[src/rtl/br_err_event_log_pkg.sv]
// Shared types for the error event logger: report FSM state encoding.
package br_err_event_log_pkg;

    localparam logic [0:0] ST_IDLE  = 1'b0;
    localparam logic [0:0] ST_OFFER = 1'b1;

    typedef enum logic [0:0] {
        IDLE  = ST_IDLE,
        OFFER = ST_OFFER
    } rpt_state_e;

endpackage

[src/rtl/br_err_event_log_prio_enc.sv]
// Lowest-set-index encoder: returns the index of the lowest 1 bit and whether any bit is set.
module br_err_event_log_prio_enc #(
    parameter int NumSources = 8
) (
    input  logic [NumSources-1:0]         vec,
    output logic [$clog2(NumSources)-1:0] idx,
    output logic                          found
);

    localparam int IdWidth = $clog2(NumSources);

    // Scanning downward lets the lowest set bit overwrite any higher one.
    always_comb begin
        idx   = '0;
        found = 1'b0;
        for (int i = NumSources - 1; i >= 0; i--) begin
            if (vec[i]) begin
                idx   = IdWidth'(i);
                found = 1'b1;
            end
        end
    end

endmodule

[src/rtl/br_err_event_log.sv]
// Error event logger: sticky per-source pending bits, saturating count, first-error capture, report drain.
// Optional first-error cycle stamp enabled by defining BR_ERR_EVENT_LOG_TIMESTAMP_EN.
module br_err_event_log
    import br_err_event_log_pkg::*;
#(
    parameter int NumSources = 8,
    parameter int CountWidth = 8,
    parameter int TimeWidth  = 16
) (
    input  logic                          clk,
    input  logic                          rst,
    input  logic [NumSources-1:0]         err_in,
    input  logic                          clear,
    output logic [NumSources-1:0]         pending,
    output logic                          any_err,
    output logic [CountWidth-1:0]         err_count,
    output logic                          first_valid,
    output logic [$clog2(NumSources)-1:0] first_id,
    output logic [TimeWidth-1:0]          first_time,
    output logic                          rpt_valid,
    input  logic                          rpt_ready,
    output logic [$clog2(NumSources)-1:0] rpt_id
);

    localparam int IdWidth  = $clog2(NumSources);
    localparam int PopWidth = IdWidth + 1;
    localparam int SumWidth = CountWidth + PopWidth;
    localparam logic [CountWidth-1:0] CountMax = '1;

    // Report FSM state, visible by hierarchical reference for checkers.
    rpt_state_e state;

    logic [IdWidth-1:0]    err_idx;
    logic                  err_found;
    logic [IdWidth-1:0]    pend_idx;
    logic                  pend_found;
    logic                  handshake;
    logic [NumSources-1:0] report_mask;
    logic [PopWidth-1:0]   pop;
    logic [SumWidth-1:0]   sum;
    logic [CountWidth-1:0] count_next;

    br_err_event_log_prio_enc #(.NumSources(NumSources)) u_first_enc (
        .vec   (err_in),
        .idx   (err_idx),
        .found (err_found)
    );

    br_err_event_log_prio_enc #(.NumSources(NumSources)) u_pend_enc (
        .vec   (pending),
        .idx   (pend_idx),
        .found (pend_found)
    );

    assign rpt_valid   = (state == OFFER);
    assign handshake   = rpt_valid && rpt_ready;
    assign report_mask = handshake ? (NumSources'(1) << rpt_id) : '0;
    assign any_err     = |pending;

    always_comb begin
        pop = '0;
        for (int i = 0; i < NumSources; i++) begin
            pop = pop + PopWidth'(err_in[i]);
        end
        sum        = SumWidth'(err_count) + SumWidth'(pop);
        count_next = (sum > SumWidth'(CountMax)) ? CountMax : sum[CountWidth-1:0];
    end

    // A new error on the reported source re-sets its bit after the report clear.
    always_ff @(posedge clk) begin
        if (rst || clear) begin
            pending     <= '0;
            err_count   <= '0;
            first_valid <= 1'b0;
            first_id    <= '0;
            rpt_id      <= '0;
            state       <= IDLE;
        end else begin
            pending   <= (pending & ~report_mask) | err_in;
            err_count <= count_next;
            if (!first_valid && err_found) begin
                first_valid <= 1'b1;
                first_id    <= err_idx;
            end
            case (state)
                IDLE: begin
                    if (pend_found) begin
                        rpt_id <= pend_idx;
                        state  <= OFFER;
                    end
                end
                OFFER: begin
                    if (rpt_ready) begin
                        state <= IDLE;
                    end
                end
                default: state <= IDLE;
            endcase
        end
    end

`ifdef BR_ERR_EVENT_LOG_TIMESTAMP_EN
    logic [TimeWidth-1:0] cycle_cnt;

    // Free-running stamp; clear leaves it alone so stamps stay relative to reset.
    always_ff @(posedge clk) begin
        if (rst) begin
            cycle_cnt <= '0;
        end else begin
            cycle_cnt <= cycle_cnt + TimeWidth'(1);
        end
    end

    always_ff @(posedge clk) begin
        if (rst || clear) begin
            first_time <= '0;
        end else if (!first_valid && err_found) begin
            first_time <= cycle_cnt;
        end
    end
`else
    assign first_time = '0;
`endif

    a_num_sources : assert property (@(posedge clk) NumSources >= 2);

    a_offer_stable : assert property (@(posedge clk) disable iff (rst)
        rpt_valid && !rpt_ready && !clear |=> rpt_valid && $stable(rpt_id));

    a_offer_pending : assert property (@(posedge clk) disable iff (rst)
        rpt_valid |-> pending[rpt_id]);

endmodule
[config.mk]
export PLATFORM = sky130hd
export DESIGN_NAME = br_err_event_log
export DESIGN_NICKNAME = d
export VERILOG_FILES = /design/src/rtl/br_err_event_log_pkg.sv /design/src/rtl/br_err_event_log_prio_enc.sv /design/src/rtl/br_err_event_log.sv
export SDC_FILE = /design/constraint.sdc
export NUM_CORES = 1
export LEC_CHECK = 0
export ABC_AREA = 1
export CORE_AREA = 4 4 67 69
export DETAILED_ROUTE_END_ITERATION = 12
export DIE_AREA = 0 0 71 73
export GPL_ROUTABILITY_DRIVEN = 0
export PLACE_DENSITY_LB_ADDON = 0.12
export SLEW_MARGIN = 20
export SYNTH_ARGS = -nofsm -noshare
export SYNTH_HDL_FRONTEND = slang
export SYNTH_SLANG_ARGS = --single-unit
[constraint.sdc]
create_clock -name clk -period 3.6 [get_ports clk]
set_input_delay 0.72 -clock clk [delete_from_list [all_inputs] [get_ports clk]]
set_output_delay 0.72 -clock clk [all_outputs]
set_load 0.1 [all_outputs]
Yosys cells after proc, flatten, opt, wreduce, memory -nomap -nowiden
Index checks and enable logic that the tools add are counted.
{ "totals": {"ff_bits": 24, "in_bits": 12, "out_inout_bits": 41} }
{ "op_classes": {"add_sub_neg": 8, "magnitude_cmp": 1, "shift": 1, "mux": 37, "bitwise_logic": 4, "n_reduce_logical": 6} }
{ "ops": {"columns": ["op", "count"], "rows": [
  ["$mux W3", 16],
  ["$mux W1", 18],
  ["$add A4 B1 Y4", 4],
  ["$mux W8", 2],
  ["$add A8 B4 Y9", 1],
  ["$gt A9 B8 Y1 const B", 1],
  ["$and A8 B8 Y8", 1],
  ["$not A8 Y8", 1],
  ["$or A8 B8 Y8", 1],
  ["$reduce_or A8 Y1", 1],
  ["$shl A1 B3 Y8 const A", 1],
  ["$add A3 B1 Y4", 1],
  ["$add A2 B1 Y3", 1],
  ["$add A1 B1 Y2", 1],
  ["$logic_and A1 B1 Y1", 2],
  ["$pmux W1 S2", 1],
  ["$reduce_and A2 Y1", 1],
  ["$logic_not A1 Y1", 1],
  ["$logic_or A1 B1 Y1", 1],
  ["$not A1 Y1", 1]
]} }

Depth between registers and ports, before layout
Gate-level depths: netlist of the first run.
{ "depth": {"depth_word": 10, "depth_mapped": 14, "depth_no_buf": 14} }

Modules after synthesis
Synthesis of the first run repeated with hierarchy kept, for this count alone.
{ "unflattened": {"hier_cells": 220, "area_unflattened_um2": 1554.0} }
{ "modules_own_cells": {"columns": ["mod", "instances", "cells_each", "area_each_um2", "seq_area_each_um2"], "rows": [
  ["br_err_event_log", 1, 176, 1356.3, 480.5],
  ["br_err_event_log_prio_enc", 2, 22, 98.8, 0.0]
]} }

Worst setup path before layout of the first run
No wires, ideal clock.
{ "synth_path": {"path_kind": "input to register", "startpoint": "input port err_in[0]", "endpoint": "register err_count[6]", "setup_ns": 0.120, "t_arrival_ns": 3.515, "slack_ns": -0.036, "cell_stages": 10, "n_path_buf": 0, "cell_sequence": "fa_1 inv_1 fa_1 fa_1 fa_1 fa_1 o21ai_2 nand2_1 nor2_1 a21oi_2"} }
{ "synth_between": {"elab_chain_len": 10} }
{ "synth_rtl": {"columns": ["element", "line", "text"], "rows": [
  ["from (decl)", "br_err_event_log.sv:12", "input logic [NumSources-1:0] err_in,"],
  ["$add A1 B1 Y2 (*)", "br_err_event_log.sv:63", "pop = pop + PopWidth'(err_in[i]);"],
  ["$add A2 B1 Y3 (*)", "br_err_event_log.sv:63", null],
  ["$add A3 B1 Y4 (*)", "br_err_event_log.sv:63", null],
  ["$add A4 B1 Y4 (*) (4 in a row)", "br_err_event_log.sv:63", null],
  ["$add A8 B4 Y9 (*)", "br_err_event_log.sv:65", "sum = SumWidth'(err_count) + SumWidth'(pop);"],
  ["$gt A9 B8 Y1", "br_err_event_log.sv:66", "count_next = (sum > SumWidth'(CountMax)) ? CountMax : sum[CountWidth-1:0];"],
  ["$mux W8 (*)", "br_err_event_log.sv:66", null],
  ["to (signal assigned)", "br_err_event_log.sv:80", "err_count <= count_next;"],
  ["to (decl)", "br_err_event_log.sv:16", "output logic [CountWidth-1:0] err_count,"]
]} }
Every way passes the cells marked *; elsewhere a longest branch is shown, timed or not.
A chain may end at the register's enable or synchronous reset.

Worst setup path in the final report of the first run
{ "layout_path": {"startpoint": "input port err_in[1]", "endpoint": "register err_count[6]"} }
Same word-level chain as after synthesis.

==> impl_metrics.ini, run 1 <==
[final_layout]
mostFrequentLayoutCell = sky130_fd_sc_hd__nand2_1
most_frequent_cells_in_the_layout = sky130_fd_sc_hd__nand2_1, sky130_fd_sc_hd__inv_1, sky130_fd_sc_hd__clkdlybuf4s50_1
drive_gt1_share_pct = 13.31
fin_area_sq_um = 1977
sequential_cell_area_sq_um = 480.5
num_antenna_cells = 0
area_growth_syn_to_layout_pct = 32.55
multi_input_comb_area_sq_um = 838.3
post_layout_utilization_of_the_core_pct = 50.51
fillCellCount = 411
fin_nets = 272

[clocking]
number_of_clock_sinks = 24
cts_max_path_buffers = 2
clock_slew_seen_by_the_registers_of_the_worst_setup_and_hold_paths_ns = 0.09
clk_latency_ns = 0.28
clock_tree_from_tritoncts = built
cts_hold_buffers = 0
h_tree_level_count = 1
cts_root_buf = sky130_fd_sc_hd__clkbuf_8
cts_buffers = 3

[outcome]
run_status = finished clean

[route]
post_drt_via_cell_ratio = 4.346
drt_iter0_drc = 70
top_layer = met4
detail-route-antenna-nets = 0
routed_wl_mm = 3.233
drt-wirelength-per-cell_um = 10.85
vias = 1295
drt_pass1_iterations = 4
m1WireLength_mm = 1.414
remaining_drc_errors = 0
met3WireLength_um = 184
met2WireLength_mm = 1.619

[setup_path]
endpoint_kind = flop
critical_path_arrival_ns = 3.68
critPathKind = input pin to flop
setup.worst_path.start = err_in[1]
required_ns = 3.82
start_kind = input pin
critical_path.reg2reg.startpoint = err_count[0]$_SDFF_PP0_
crit_fanout = 4

[global_route]
grt.overflow.total = 0
grt_antenna_before_repair = 0
gr-usage-all-layers_pct = 13.14
grt_first_pass_wirelength_mm = 5.319
largest_net_degree_at_the_start_of_global_routing = 17
via_count_of_the_first_global_routing_pass = 1163

[yosys]
synth.distinct_cells = 26
synthesis.area_per_instance_sq_um = 7.240
yosysWarnings = 0
synth.area.top_cells = sky130_fd_sc_hd__dfxtp_1, sky130_fd_sc_hd__nand2_1, sky130_fd_sc_hd__inv_1
synth_seq_area_share_pct = 32.21
synth_area_leader_cell = sky130_fd_sc_hd__dfxtp_1
synthCells = 206
synth_top_area_share_pct = 32.21
ys_ff_latch = 24
netlist_area_sq_um = 1491

[placed_design]
place_hpwl_mm = 2.626
dp_worst_setup_slack_ns = -0.5281
numPortBuffers = 36
area_post_placement_sq_um = 1871

[timing]
worst_clock_skew_ns = 0.003339
final_slew_viol_count = 0
rsz0062_at_grt = no
worstMarginPinSlew_ns = 0.9750
fmaxAchievable_mhz = 288.5
final-hold-violation-count = 0
relSlewSlack_pct = 34.80
setup_violations = 0
layout_min_cycle_time_ns = 3.466
min_period_over_period_pct = 96.27
holdWs_ns = 0.4913
timing.final.ws_setup_ns = 0.1341

[hold_path]
hold_path.startpoint = first_id[1]$_SDFFE_PP0P_
hold_path_class = flop to flop

[power_and_ir_drop]
power_frac_seq_pct = 28.2
power_switching_uw = 491.7
comb_power_share_pct = 49.0
switching_part_of_the_total_pct = 45.82
powerDensity_nw_per_um2 = 542.9
irDropWorstVdd_mv = 0.4442
reported_leakage_power_nw = 0.9150
pwr-share-clk_pct = 22.8
p_int_uw = 581.4

[floorplanning]
dieWidth_um = 71
rows = 23
design.die.area_sq_um = 5183
chipHeight_um = 73
io_pins = 53
effective_utilization_at_floorplan_pct = 38.11
core_box_area_sq_um = 3914

[run]
number_of_violations_of_the_max_capacitance_limit = 0
[power by group through the flow]
stage / Clock, mW / Combinational [mW] / Sequential [mW]
2_1_floorplan: 0 / 0.268 / 0.464
3_3_place_gp: 0 / 0.513 / 0.309
3_5_place_dp: 0 / 0.510 / 0.309
4_1_cts: 0.249 / 0.531 / 0.303
5_1_grt: 0.262 / 0.562 / 0.306
6_report: 0.245 / 0.526 / 0.302
[cells in the mapped netlist, drive strengths merged]
| master | n |
|---|---|
| a211oi | 2 |
| a21oi | 21 |
| buf | 17 |
| conb | 1 |
| dfxtp | 24 |
| fa | 5 |
| ha | 6 |
| inv | 37 |
| nand2 | 48 |
| nand3 | 10 |
| nand3b | 1 |
| nand4 | 1 |
| nor2 | 14 |
| nor3 | 2 |
| o21ai | 14 |
| or2 | 1 |
| xnor2 | 1 |
| xor2 | 1 |
[through the flow]
step / setup TNS, ns / power [mW] / cells
global placement: -3.646 / 0.8218 / 293
floorplan: 0 / 0.7320 / 221
detailed placement: -3.875 / 0.8189 / 293
global route: 0 / 1.130 / 298
CTS: 0 / 1.083 / 298
finish: 0 / 1.073 / 298
[sequential cells by signal, indices dropped and copies added (netlist names)]
| name | cells |
|---|---|
| first_id | 3 |
| pending | 8 |
| rpt_valid | 1 |
| err_count | 8 |
| rpt_id | 3 |
| first_valid | 1 |
[final timing paths]
path / to / slack [ns] / cells past startpoint
hold / removal: first_id[1]$_SDFFE_PP0P_ / 0.49 / 2
setup / recovery: err_count[6]$_SDFF_PP0_ / 0.13 / 12
setup reg to reg: err_count[6]$_SDFF_PP0_ / 0.97 / 10
hold reg to reg: first_id[1]$_SDFFE_PP0P_ / 0.49 / 2
[layout make-up]
class	count	area share, %
multi-input combinational	143	42.40
sequential	24	24.30
timing repair buffer	40	19.49
inverter	37	7.025
tap	50	3.165
clock buffer	3	2.089
clock inverter	1	1.519
[logic make-up after synthesis]
family | synth area share [%]
DFF | 32.21
and+or+nand+nor | 23.16
AOI/OAI and AO/OA | 13.76
xor gates and xnor gates | 1.175
buffers and inverters | 17.70
adders and majority gates | 11.75
other | 0.2514
[layer usage]
layer,global-route usage [%],vias to the layer above
met3,3.719,2
met2,22.55,30
met4,3.758,0
met1,16.09,572
li1,-,691
met5,0,-
[repair_timing]
action                                  CTS  global route
endpoints found under the setup margin    8             8
pin swaps                                 7             4
gates resized for setup                  16             0
hold endpoints to repair                  0             0
setup buffers                             1             0
[worst max-delay path, cell delays in order]
cell,delay [ns]
sky130_fd_sc_hd__clkdlybuf4s15_2,0.20
sky130_fd_sc_hd__fa_1,0.50
sky130_fd_sc_hd__inv_1,0.05
sky130_fd_sc_hd__fa_1,0.52
sky130_fd_sc_hd__fa_1,0.43
sky130_fd_sc_hd__fa_2,0.36
sky130_fd_sc_hd__fa_2,0.38
sky130_fd_sc_hd__o21ai_4,0.20
sky130_fd_sc_hd__nand2_2,0.10
sky130_fd_sc_hd__nand2_1,0.08
sky130_fd_sc_hd__nand2_1,0.05
sky130_fd_sc_hd__a21oi_2,0.09
(Power assumes the default switching activity.)
==> run 2: changes to the inputs <==
Settings changed: CORE_AREA 4 4 67 69 to 4 4 64 72, DIE_AREA 0 0 71 73 to 0 0 68 76, RECOVER_POWER from default to 50.
==> impl_metrics.ini, run 2 (synthesis gave the netlist of run 1 again) <==
[final_layout]
post_layout_utilization_of_the_core_pct = 50.16
drive_gt1_share_pct = 11.65
mostFrequentLayoutCell = sky130_fd_sc_hd__nand2_1
reg.largest.list = err_count (8), pending (8)
fin_nets = 273
most_frequent_cells_in_the_layout = sky130_fd_sc_hd__nand2_1, sky130_fd_sc_hd__inv_1, sky130_fd_sc_hd__dfxtp_1, sky130_fd_sc_hd__clkdlybuf4s50_1, sky130_fd_sc_hd__a21oi_1
finish.cell_count_without_fillers = 301
num_antenna_cells = 0
area_growth_syn_to_layout_pct = 31.29
fillCellCount = 421

[setup_path]
crit_fanout = 4
critical_path_arrival_ns = 3.69
ff2ff_setup_slack_ns = 0.89
required_ns = 3.81
critPathKind = input pin to flop
start_kind = input pin
endpoint_kind = flop

[route]
routed_wl_mm = 3.246
remaining_drc_errors = 0
drt_iter0_drc = 35
post_drt_via_cell_ratio = 4.342
drt_pass1_iterations = 4
vias = 1307
drt-wirelength-per-cell_um = 10.78
detail-route-antenna-nets = 0

[timing]
setup_violations = 0
final-hold-violation-count = 0
rsz0062_at_grt = no
fmaxAchievable_mhz = 287.2
layout_min_cycle_time_ns = 3.482
worst_clock_skew_ns = 0.001461
min_period_over_period_pct = 96.74
timing.final.ws_setup_ns = 0.1175
final_slew_viol_count = 0
tns_ns = 0
relSlewSlack_pct = 22.74
worstMarginPinSlew_ns = 1.164

[floorplanning]
core_box_area_sq_um = 3904
effective_utilization_at_floorplan_pct = 38.21
io_pins = 53
design.die.area_sq_um = 5168
dieWidth_um = 68
rows = 24
chipHeight_um = 76

[global_route]
grt_first_pass_wirelength_mm = 5.430
grt.overflow.total = 0
largest_net_degree_at_the_start_of_global_routing = 17
gr-usage-all-layers_pct = 13.23
via_count_of_the_first_global_routing_pass = 1315
grt_antenna_before_repair = 0

[clocking]
clk_latency_ns = 0.26
cts_hold_buffers = 0
clock_tree_from_tritoncts = built
cts_buffers = 3
number_of_clock_sinks = 24
clock_slew_seen_by_the_registers_of_the_worst_setup_and_hold_paths_ns = 0.09
cts_max_path_buffers = 2
h_tree_level_count = 1
cts_root_buf = sky130_fd_sc_hd__clkbuf_8

[placed_design]
dp_worst_setup_slack_ns = -0.5347
place_hpwl_mm = 2.658
place_inst = 296
numPortBuffers = 36

[run]
number_of_violations_of_the_max_capacitance_limit = 0

[power_and_ir_drop]
irDropWorstVdd_mv = 0.3086
powerDensity_nw_per_um2 = 542.0
tot_pwr_mw = 1.061
reported_leakage_power_nw = 0.9238

[outcome]
run_status = finished clean

[hold_path]
hold_path_class = flop to flop
## run 2: path summary, 6_finish.rpt
| kind | startpoint | endpoint | depth (start not counted) |
|---|---|---|---|
| worst min register to register | first_id[1]$_SDFFE_PP0P_ | first_id[1]$_SDFFE_PP0P_ | 2 |
| worst max register to register | err_count[0]$_SDFF_PP0_ | err_count[6]$_SDFF_PP0_ | 10 |
| worst max-delay path | err_in[3] | err_count[6]$_SDFF_PP0_ | 12 |
| worst min-delay path | first_id[1]$_SDFFE_PP0P_ | first_id[1]$_SDFFE_PP0P_ | 2 |
## run 2: what timing repair did
| item | 4_1_cts | 5_1_grt |
|---|---|---|
| resized for setup | 17 | 0 |
| endpoints found under the hold margin | 0 | 0 |
| pin swaps | 8 | 3 |
| buffers inserted | 1 | 0 |
| setup endpoints to repair | 8 | 8 |
## run 2: cell type report
cell class	count	area, sq um	share of cell area (%)
multi-input cells	143	829.5	42.36
well taps	52	65.06	3.323
repair buffers	41	372.9	19.04
inverters	37	138.9	7.093
clock buffers	3	41.29	2.109
clock inverters	1	30.03	1.534
flip-flops and latches	24	480.5	24.54
## run 2: per-layer routing
metal / GRT usage (%) / vias up / share of wire, % / wire length [um]
met4: 3.579 / 0 / 0.62 / 20
li1: - / 698 / - / -
met3: 1.770 / 2 / 3.4 / 110
met2: 23.43 / 22 / 51 / 1640
met5: 0 / - / 0 / 0
met1: 16.18 / 585 / 45 / 1475
## run 2: critical path: stages
cell                      delay, ns
sky130_fd_sc_hd__buf_2         0.11
sky130_fd_sc_hd__fa_1          0.53
sky130_fd_sc_hd__inv_1         0.05
sky130_fd_sc_hd__fa_1          0.51
sky130_fd_sc_hd__fa_1          0.43
sky130_fd_sc_hd__fa_2          0.38
sky130_fd_sc_hd__fa_2          0.43
sky130_fd_sc_hd__o21ai_4       0.20
sky130_fd_sc_hd__nand2_2       0.10
sky130_fd_sc_hd__nand2_1       0.08
sky130_fd_sc_hd__nand2_1       0.05
sky130_fd_sc_hd__a21oi_2       0.09
## run 2: where the power goes
group / total, mW / switching [mW] / internal, mW
logic: 0.521 / 0.382 / 0.140
clock network: 0.237 / 0.0882 / 0.149
registers: 0.303 / 0.0159 / 0.287
total: 1.06 / 0.486 / 0.576
## run 2: through the flow
step | cell area (sq um) | hold WS [ns]
2_1_floorplan | 1553 | 0.8744
3_3_place_gp | 1881 | 0.4716
3_5_place_dp | 1881 | 0.4743
4_1_cts | 1969 | 0.4917
5_1_grt | 1958 | 0.5259
6_report | 1958 | 0.4865
